### config.mk
export PLATFORM = sky130hd
export DESIGN_NAME = synth_cfg_writer
export DESIGN_NICKNAME = d
export VERILOG_FILES = /design/src/rtl/synth_cfg_writer.sv
export SDC_FILE = /design/constraint.sdc
export NUM_CORES = 1
export LEC_CHECK = 0
export BUFFER_PORTS_ARGS = -buffer_cell sky130_fd_sc_hd__buf_2
export CAP_MARGIN = 30
export CORE_UTILIZATION = 35
export DETAILED_ROUTE_END_ITERATION = 6
export PLACE_DENSITY = 0.54
export SYNTH_ARGS = -nofsm -noshare
export SYNTH_HDL_FRONTEND = slang
export SYNTH_SLANG_ARGS = --single-unit
### constraint.sdc
create_clock -name clk -period 3.4 [get_ports clk]
set_clock_uncertainty 0.05 [all_clocks]
set_input_delay 0.17 -clock clk [delete_from_list [all_inputs] [get_ports clk]]
set_output_delay 0.17 -clock clk [all_outputs]
set_load 0.02 [all_outputs]
### src/rtl/synth_cfg_writer.sv
// Queues 16-bit config writes and serializes them into byte transfers on the
// synth's strobe port, with timing the receiver's 2-flop sync can capture.
module synth_cfg_writer #(
  parameter int ADDR_BITS       = 3,
  parameter int FIFO_DEPTH_LOG2 = 2,
  parameter int SETUP_CYCLES    = 2,
  parameter int HOLD_CYCLES     = 4,
  parameter int RECOVER_CYCLES  = 4
) (
  input  logic                 clk,
  input  logic                 rst_n,
  input  logic                 wr_valid,
  output logic                 wr_ready,
  input  logic [ADDR_BITS-1:0] wr_addr,
  input  logic [15:0]          wr_data,
  input  logic [1:0]           wr_be,
  output logic                 cfg_strobe,
  output logic [ADDR_BITS-1:0] cfg_addr,
  output logic                 cfg_addr0,
  output logic [7:0]           cfg_data,
  output logic                 busy
);

  localparam int DEPTH  = 1 << FIFO_DEPTH_LOG2;
  localparam int WORD_W = ADDR_BITS + 18;

  localparam logic [FIFO_DEPTH_LOG2:0]   FULL_COUNT = (FIFO_DEPTH_LOG2 + 1)'(DEPTH);
  localparam logic [FIFO_DEPTH_LOG2:0]   CNT_ONE    = 1;
  localparam logic [FIFO_DEPTH_LOG2-1:0] PTR_ONE    = 1;
  localparam logic [3:0] SETUP_LOAD   = 4'(SETUP_CYCLES - 1);
  localparam logic [3:0] HOLD_LOAD    = 4'(HOLD_CYCLES - 1);
  localparam logic [3:0] RECOVER_LOAD = 4'(RECOVER_CYCLES - 1);

  typedef enum logic [1:0] {
    IDLE,
    SETUP,
    STROBE,
    RECOVER
  } state_t;

  state_t                     state;
  logic [3:0]                 timer;
  logic [WORD_W-1:0]          fifo_mem [DEPTH];
  logic [FIFO_DEPTH_LOG2-1:0] wr_ptr;
  logic [FIFO_DEPTH_LOG2-1:0] rd_ptr;
  logic [FIFO_DEPTH_LOG2:0]   count;
  logic                       push;
  logic                       pop;
  logic [ADDR_BITS-1:0]       head_addr;
  logic [15:0]                head_data;
  logic [1:0]                 head_be;
  logic [7:0]                 word_hi;
  logic                       word_has_hi;

  assign wr_ready = (count != FULL_COUNT);
  assign push     = wr_valid && wr_ready;
  assign pop      = (state == IDLE) && (count != '0);
  assign {head_addr, head_data, head_be} = fifo_mem[rd_ptr];

  always_ff @(posedge clk) begin
    if (push) begin
      fifo_mem[wr_ptr] <= {wr_addr, wr_data, wr_be};
    end
  end

  always_ff @(posedge clk or negedge rst_n) begin
    if (!rst_n) begin
      wr_ptr <= '0;
      rd_ptr <= '0;
      count  <= '0;
    end else begin
      if (push) begin
        wr_ptr <= wr_ptr + PTR_ONE;
      end
      if (pop) begin
        rd_ptr <= rd_ptr + PTR_ONE;
      end
      case ({push, pop})
        2'b10:   count <= count + CNT_ONE;
        2'b01:   count <= count - CNT_ONE;
        default: count <= count;
      endcase
    end
  end

  // Bus fields only move when entering SETUP, so they stay put through
  // the strobe pulse and the whole recovery window.
  always_ff @(posedge clk or negedge rst_n) begin
    if (!rst_n) begin
      state       <= IDLE;
      timer       <= '0;
      cfg_strobe  <= 1'b0;
      cfg_addr    <= '0;
      cfg_addr0   <= 1'b0;
      cfg_data    <= '0;
      busy        <= 1'b0;
      word_hi     <= '0;
      word_has_hi <= 1'b0;
    end else begin
      busy <= (state != IDLE) || (count != '0);
      case (state)
        IDLE: begin
          if (count != '0) begin
            word_hi     <= head_data[15:8];
            word_has_hi <= head_be[1];
            if (head_be != 2'b00) begin
              state     <= SETUP;
              timer     <= SETUP_LOAD;
              cfg_addr  <= head_addr;
              cfg_addr0 <= !head_be[0];
              cfg_data  <= head_be[0] ? head_data[7:0] : head_data[15:8];
            end
          end
        end
        SETUP: begin
          if (timer == '0) begin
            state      <= STROBE;
            timer      <= HOLD_LOAD;
            cfg_strobe <= 1'b1;
          end else begin
            timer <= timer - 4'd1;
          end
        end
        STROBE: begin
          if (timer == '0) begin
            state      <= RECOVER;
            timer      <= RECOVER_LOAD;
            cfg_strobe <= 1'b0;
          end else begin
            timer <= timer - 4'd1;
          end
        end
        RECOVER: begin
          if (timer == '0) begin
            if (!cfg_addr0 && word_has_hi) begin
              state     <= SETUP;
              timer     <= SETUP_LOAD;
              cfg_addr0 <= 1'b1;
              cfg_data  <= word_hi;
            end else begin
              state <= IDLE;
            end
          end else begin
            timer <= timer - 4'd1;
          end
        end
        default: begin
          state <= IDLE;
        end
      endcase
    end
  end

endmodule

==> out/qor.yml, run 1 <==
outcome:
  status: "completed"
global_route:
  grt_pass1_vias: 2720
  grt_use_total_pct: 14.4
  grt_overflow_total: 0
  grt_max_degree: 37
  antenna_found_initial: 0
  grt_pass1_wl_um: 14800
yosys:
  synth-async-reset-ratio_pct: 30.0
  synth_area_leaders: "edfxtp_1 (51%), dfrtp_1 (18%), mux4_2 (9.6%)"
  synth_edf_count: 84
  post-synth-top-count-cell: "edfxtp_1"
  ys_types: 38
  netlist_area_sq_mm: 0.00491
  synth_nets: 312
  seq_area_frac_synth_pct: 69.8
  yosys_register_bits: 120
  synth_top_area_share_pct: 51.4
  netlist_instances: 276
  yosysTopAreaCell: "edfxtp_1"
  yosys_warnings: 0
  synth_area_per_cell_sq_um: 17.8
  ys.flop_type: "edfxtp_1"
  synth_common_cells: "edfxtp_1 (84), dfrtp_1 (36), mux2_2 (22)"
sta:
  setup_viol: 0
  max_freq_mhz: 390
  finalMaxSlewViolations: 0
  hold_violations: 0
  fin_tns_setup_ns: 0
  grt_setup_unrepaired: "no"
  final.setup.worst_slack_ns: 0.839
  worst_slew_pin_slew_ns: 0.851
  fin_crit_ns: 2.56
  finalCritPeriodShare_pct: 75.3
  relSlewSlack_pct: 43.3
  worst_hold_slack_ns: 0.118
routing:
  route.met3.wl_um: 373
  wl_met1_um: 4170
  final_antenna_net_count: 0
  via_count: 2554
  vias_per_cell: 4.74
  routed_wl_um: 9140
  drc: 0
  drt_iter0_markers: 130
  routed-wl-met2_um: 4470
  routedWlPerCell_um: 17.0
  first_pass_iters: 4
  top_layer_used: "met4"
floorplan:
  row_count: 42
  die_area_sq_mm: 0.0145
  start_util_pct: 36.5
  ioPinCount: 39
  die_h_um: 120
  core_area_sq_mm: 0.0135
  die_x_um: 120
place:
  dpl.hpwl_um: 5630
  dp_slack_ns: 0.864
  gp_congestion: 0.733
  portBuffers: 38
  placed_cells: 486
  placed_cell_area_sq_mm: 0.00532
clock_tree:
  clk-insertion-delay-late_ns: 0.42
  cts_setup_buffers: 0
  cts_made_buffers: 17
  ctsLongestPathBuffers: 2
  post_cts_resized: 0
  cts_tree: "built"
  holdBufCountCts: 22
  htreeDepth: 4
  numClockSinks: 120
  cts-root-buf: "clkbuf_16"
  clk_pin_slew_ns: 0.05
pwr:
  switching_power_mw: 1.94
  swShare_pct: 31.4
  power_per_cell_area_mw_per_mm2: 1010
  intPower_mw: 4.25
  p_leak_nw: 2.34
  p_seq_share_pct: 36.2
  combPwrFrac_pct: 34.1
  p_clk_share_pct: 29.7
  ir_worst_vdd_uv: 506
critical_path:
  crit_required_ns: 3.68
  end_kind: "flop"
  arrival_ns: 2.84
  crit_path_max_fanout: 13
  rrSetupSlack_ns: 0.84
  critPathKind: "reg -> reg"
  worstPathCellList: "inv_1 -> ha_1 -> and2_0 -> buf_4 -> ha_1 -> inv_1 -> fa_1 -> xor2_1 -> nor2_1 -> xor2_1"
  cpMaxStageDelayCell: "ha_1"
  max_stage_delay_ns: 0.45
  start_kind: "flop"
  crit_path_end: "count[2]"
  reg2reg_to: "count[2]"
  r2r.worst_path.cells: 10
  regToRegStartpoint: "state[0]"
  critPathLaunch: "state[0]"
cells_and_area:
  fin_cells: 539
  syn2layout_area_growth_pct: 25.3
  final_nets: 387
  final_cell_area_sq_mm: 0.00615
  drive_gt1_share_pct: 32.8
  fillers: 1212
  n_antenna_cell: 0
worst_hold_path:
  worst_hold_path_type: "in -> reg"
job:
  maxCapViolCount: 0
[per-stage QoR]
stage	power (mW)	util, %
floorplan	3.83	-
global placement	4.38	39.6
detailed placement	4.41	39.6
CTS	6.30	45.7
global route	6.58	45.7
finish	6.19	45.7
[how the worst min path moves through the flow]
| stage | from | cells after the start | end | slack [ns] |
|---|---|---|---|---|
| 4_1_cts | wr_valid | 3 | wr_ptr[0] | 0.11 |
| 2_1_floorplan | rst_n | 0 | busy | -0.18 |
| 3_3_place_gp | rst_n | 1 | cfg_data[1] | 0.29 |
| 6_report | wr_valid | 3 | wr_ptr[0] | 0.12 |
| 5_1_grt | wr_valid | 3 | wr_ptr[0] | 0.15 |
| 3_5_place_dp | rst_n | 1 | cfg_data[1] | 0.29 |
[flip-flops by register name, summed over array words and instances (netlist names)]
name / count
word_hi: 8
word_has_hi: 1
busy: 1
cfg_strobe: 1
rd_ptr: 2
cfg_data: 8
timer: 4
cfg_addr: 3
cfg_addr0: 1
count: 3
wr_ptr: 2
state: 2
fifo_mem: 84
[critical path, delay by kind of cell, from the launching register on]
kind | cells | cell delay (ns)
buffers and inverters | 3 | 0.39
and+or+nand+nor | 2 | 0.30
adders and majority gates | 3 | 1.02
DFF | 1 | 0.41
xor gates and xnor gates | 2 | 0.31
[cells by family after synthesis]
logic type / Yosys count / share of synthesized area (%)
DFF: 120 / 69.8
xor gates and xnor gates: 6 / 1.07
adders and majority gates: 12 / 3.21
and+or+nand+nor: 33 / 3.47
buffers and inverters: 23 / 1.91
muxes: 52 / 16.5
AOI/OAI and AO/OA: 30 / 4.05
[layout by cell type, fill, tap and decap left out, types with 2 or more instances in the layout]
| master | Yosys | final |
|---|---|---|
| edfxtp_1 | 84 | 84 |
| buf_2 | 3 | 38 |
| dfrtp_1 | 36 | 36 |
| mux2_2 | 22 | 22 |
| dlygate4sd3_1 | 0 | 22 |
| mux4_2 | 21 | 21 |
| clkbuf_16 | 0 | 17 |
| inv_1 | 12 | 12 |
| nand2_1 | 11 | 11 |
| ha_1 | 11 | 11 |
| o21ai_0 | 9 | 9 |
| mux2i_1 | 9 | 9 |
| a21oi_1 | 9 | 9 |
| buf_4 | 1 | 7 |
| and3_1 | 5 | 5 |
| nor2_1 | 4 | 4 |
| clkinvlp_4 | 0 | 4 |
| bufinv_16 | 0 | 4 |
| xor2_1 | 3 | 3 |
| xnor2_1 | 3 | 3 |
| nor3_1 | 3 | 3 |
| a31oi_1 | 3 | 3 |
| or3_1 | 2 | 2 |
| nand2b_1 | 2 | 2 |
| clkbuf_1 | 5 | 2 |
[layout make-up]
cell class	instances	area, sq um	share of cell area (%)
clock buffer	19	433	7.04
tap	176	220	3.58
sequential	120	3420	55.7
clock inverter	12	176	2.87
timing repair buffer	67	463	7.53
inverter	12	45.0	0.732
multi-input combinational	133	1390	22.6
[routing by layer]
layer / track usage, % / up-vias
met1: 17.5 / 1269
met3: 5.85 / 15
met2: 22.8 / 54
met5: 0 / -
li1: - / 1216
met4: 5.56 / 0
[power groups by stage]
stage / Combinational [mW] / Clock, mW / Sequential, mW
floorplan: 1.53 / 0 / 2.30
global placement: 2.12 / 0 / 2.26
detailed placement: 2.14 / 0 / 2.27
CTS: 2.16 / 1.88 / 2.25
global route: 2.34 / 1.94 / 2.29
finish: 2.11 / 1.84 / 2.24
Note: power is estimated with default switching activity, not from simulation.
==> inputs of run 2 (changes only) <==
- PLACE_DENSITY: 0.54 -> 0.56
- clock period: 3.4 -> 2.3 ns (I/O delays scaled with it)
==> out/qor.yml, run 2 (synthesis gave the netlist of run 1 again) <==
outcome:
  status: "completed"
sta:
  fin_tns_setup_ns: 0  # unchanged
  max_freq_mhz: 454  # +16%
  setup_viol: 0  # unchanged
  grt_setup_unrepaired: "no"
  final.setup.worst_slack_ns: 0.0991  # -0.739 ns
  finalMaxSlewViolations: 0  # unchanged
  worst_slew_pin_slew_ns: 0.853  # +0.00260 ns
  relSlewSlack_pct: 43.1  # -0.17 points
  hold_violations: 0  # unchanged
  finalCritPeriodShare_pct: 95.7  # +20 points
  fin_crit_ns: 2.20  # -0.361 ns
floorplan:
  core_area_sq_mm: 0.0135  # unchanged
  start_util_pct: 36.5  # unchanged
  die_h_um: 120  # unchanged
  die_x_um: 120  # unchanged
  die_area_sq_mm: 0.0145  # unchanged
  ioPinCount: 39  # unchanged
  row_count: 42  # unchanged
worst_hold_path:
  worst_hold_path_type: "in -> reg"
cells_and_area:
  fillers: 1219  # +0.58%
  n_antenna_cell: 0  # unchanged
  drive_gt1_share_pct: 35.2  # +2.4 points
  largest_register: "fifo_mem"
  largestRegisters: "fifo_mem x84, cfg_data x8, word_hi x8"
  final_nets: 395  # +2.1%
  syn2layout_area_growth_pct: 25.9
  largest_reg_flops: 84  # unchanged
  final_common_cell: "edfxtp_1"
  final_cell_mix: "edfxtp_1 (84), buf_2 (38), dfrtp_1 (36)"
routing:
  final_antenna_net_count: 0  # unchanged
  via_count: 2627  # +2.9%
  routedWlPerCell_um: 16.5  # -2.6%
  first_pass_iters: 4  # unchanged
  drt_iter0_markers: 137  # +5.4%
  drc: 0  # unchanged
  routed_wl_um: 9050  # -1.0%
  vias_per_cell: 4.79  # +1.2%
clock_tree:
  clk-insertion-delay-late_ns: 0.41  # about the same
  numClockSinks: 120  # unchanged
  cts_made_buffers: 17  # unchanged
  cts-root-buf: "clkbuf_16"
  cts_tree: "built"
  ctsLongestPathBuffers: 2  # unchanged
  cts_setup_buffers: 0  # unchanged
  htreeDepth: 4  # unchanged
  clk_pin_slew_ns: 0.05  # about the same
pwr:
  ir_worst_vdd_uv: 637  # +26%
  p_leak_nw: 2.37  # +1.7%
  total_power_mw: 9.09  # +47%
  power_per_cell_area_mw_per_mm2: 1470  # +46%
job:
  maxCapViolCount: 0  # unchanged
critical_path:
  arrival_ns: 2.43  # -0.41 ns
  critPathKind: "reg -> reg"
  start_kind: "flop"
  end_kind: "flop"
  crit_required_ns: 2.53  # -1.15 ns
  crit_path_max_fanout: 9  # -4
place:
  portBuffers: 38  # unchanged
  dp_slack_ns: 0.115  # -0.749 ns
  gp_congestion: 0.811  # +11%
  dpl.hpwl_um: 5690  # +1.1%
global_route:
  grt_pass1_vias: 2762  # +1.5%
  grt_pass1_wl_um: 14500  # -2.0%
  grt_max_degree: 37  # unchanged
  antenna_found_initial: 0  # unchanged
  grt_use_total_pct: 14.1  # -0.31 points
  grt_overflow_total: 0  # unchanged
## run 2: metrics by stage
| stage | hold slack (ns) | util (%) | instance area (sq um) | instances |
|---|---|---|---|---|
| 3_5_place_dp | 0.233 | 40.0 | 5380 | 494 |
| 2_1_floorplan | -0.231 | - | 4910 | 276 |
| 5_1_grt | 0.0362 | 45.9 | 6180 | 548 |
| 3_3_place_gp | 0.235 | 40.0 | 5380 | 494 |
| 4_1_cts | 0.0633 | 45.9 | 6170 | 548 |
| 6_report | 0.0222 | 45.9 | 6180 | 548 |
## run 2: cell type report
cell class,instances,area [sq um],share of cell area [%]
clock buffer,23,468,7.57
tap,176,220,3.56
timing repair buffer,75,523,8.46
sequential,120,3420,55.4
multi-input combinational,133,1400,22.7
inverter,12,45.0,0.729
clock inverter,9,100,1.62
## run 2: worst max-delay path, stage by stage, from the launching register on
cell      delay (ns)
dfrtp_1         0.40
inv_1           0.10
ha_1            0.21
or3b_2          0.53
a221oi_4        0.23
buf_4           0.22
mux2_2          0.34
## run 2: path summary, 6_finish.rpt
path / start / endpoint / slack (ns) / cells past startpoint
worst max-delay path: timer[1] / cfg_data[2] / 0.1 / 6
worst min-delay path: wr_valid / wr_ptr[0] / 0.02 / 3
worst max register to register: timer[1] / cfg_data[2] / 0.1 / 6
worst min register to register: word_hi[2] / word_hi[2] / 0.45 / 1
max in group asynchronous: rst_n / wr_ptr[1] / 1.35 / 2
min in group asynchronous: rst_n / cfg_strobe / 0.31 / 2
## run 2: timing repair
item	in CTS	in global routing
hold buffers	22	0
hold endpoints to repair	120	0
endpoints found under the setup margin	0	1
resized for setup	0	3
## run 2: per-layer routing
layer	vias to the layer above	track usage, %	wire, um	share of wire (%)
met2	53	23.4	4720	52
met1	1340	16.3	3880	43
met5	-	0	0	0
met4	0	6.25	87	0.96
met3	7	4.95	359	4.0
li1	1227	-	-	-
## run 2: report_power, final
part           internal (mW)  total [mW]  switching [mW]
clock network           1.64        2.51           0.870
logic                   1.60        3.27            1.67
registers               3.00        3.32           0.314
total                   6.24        9.09            2.85
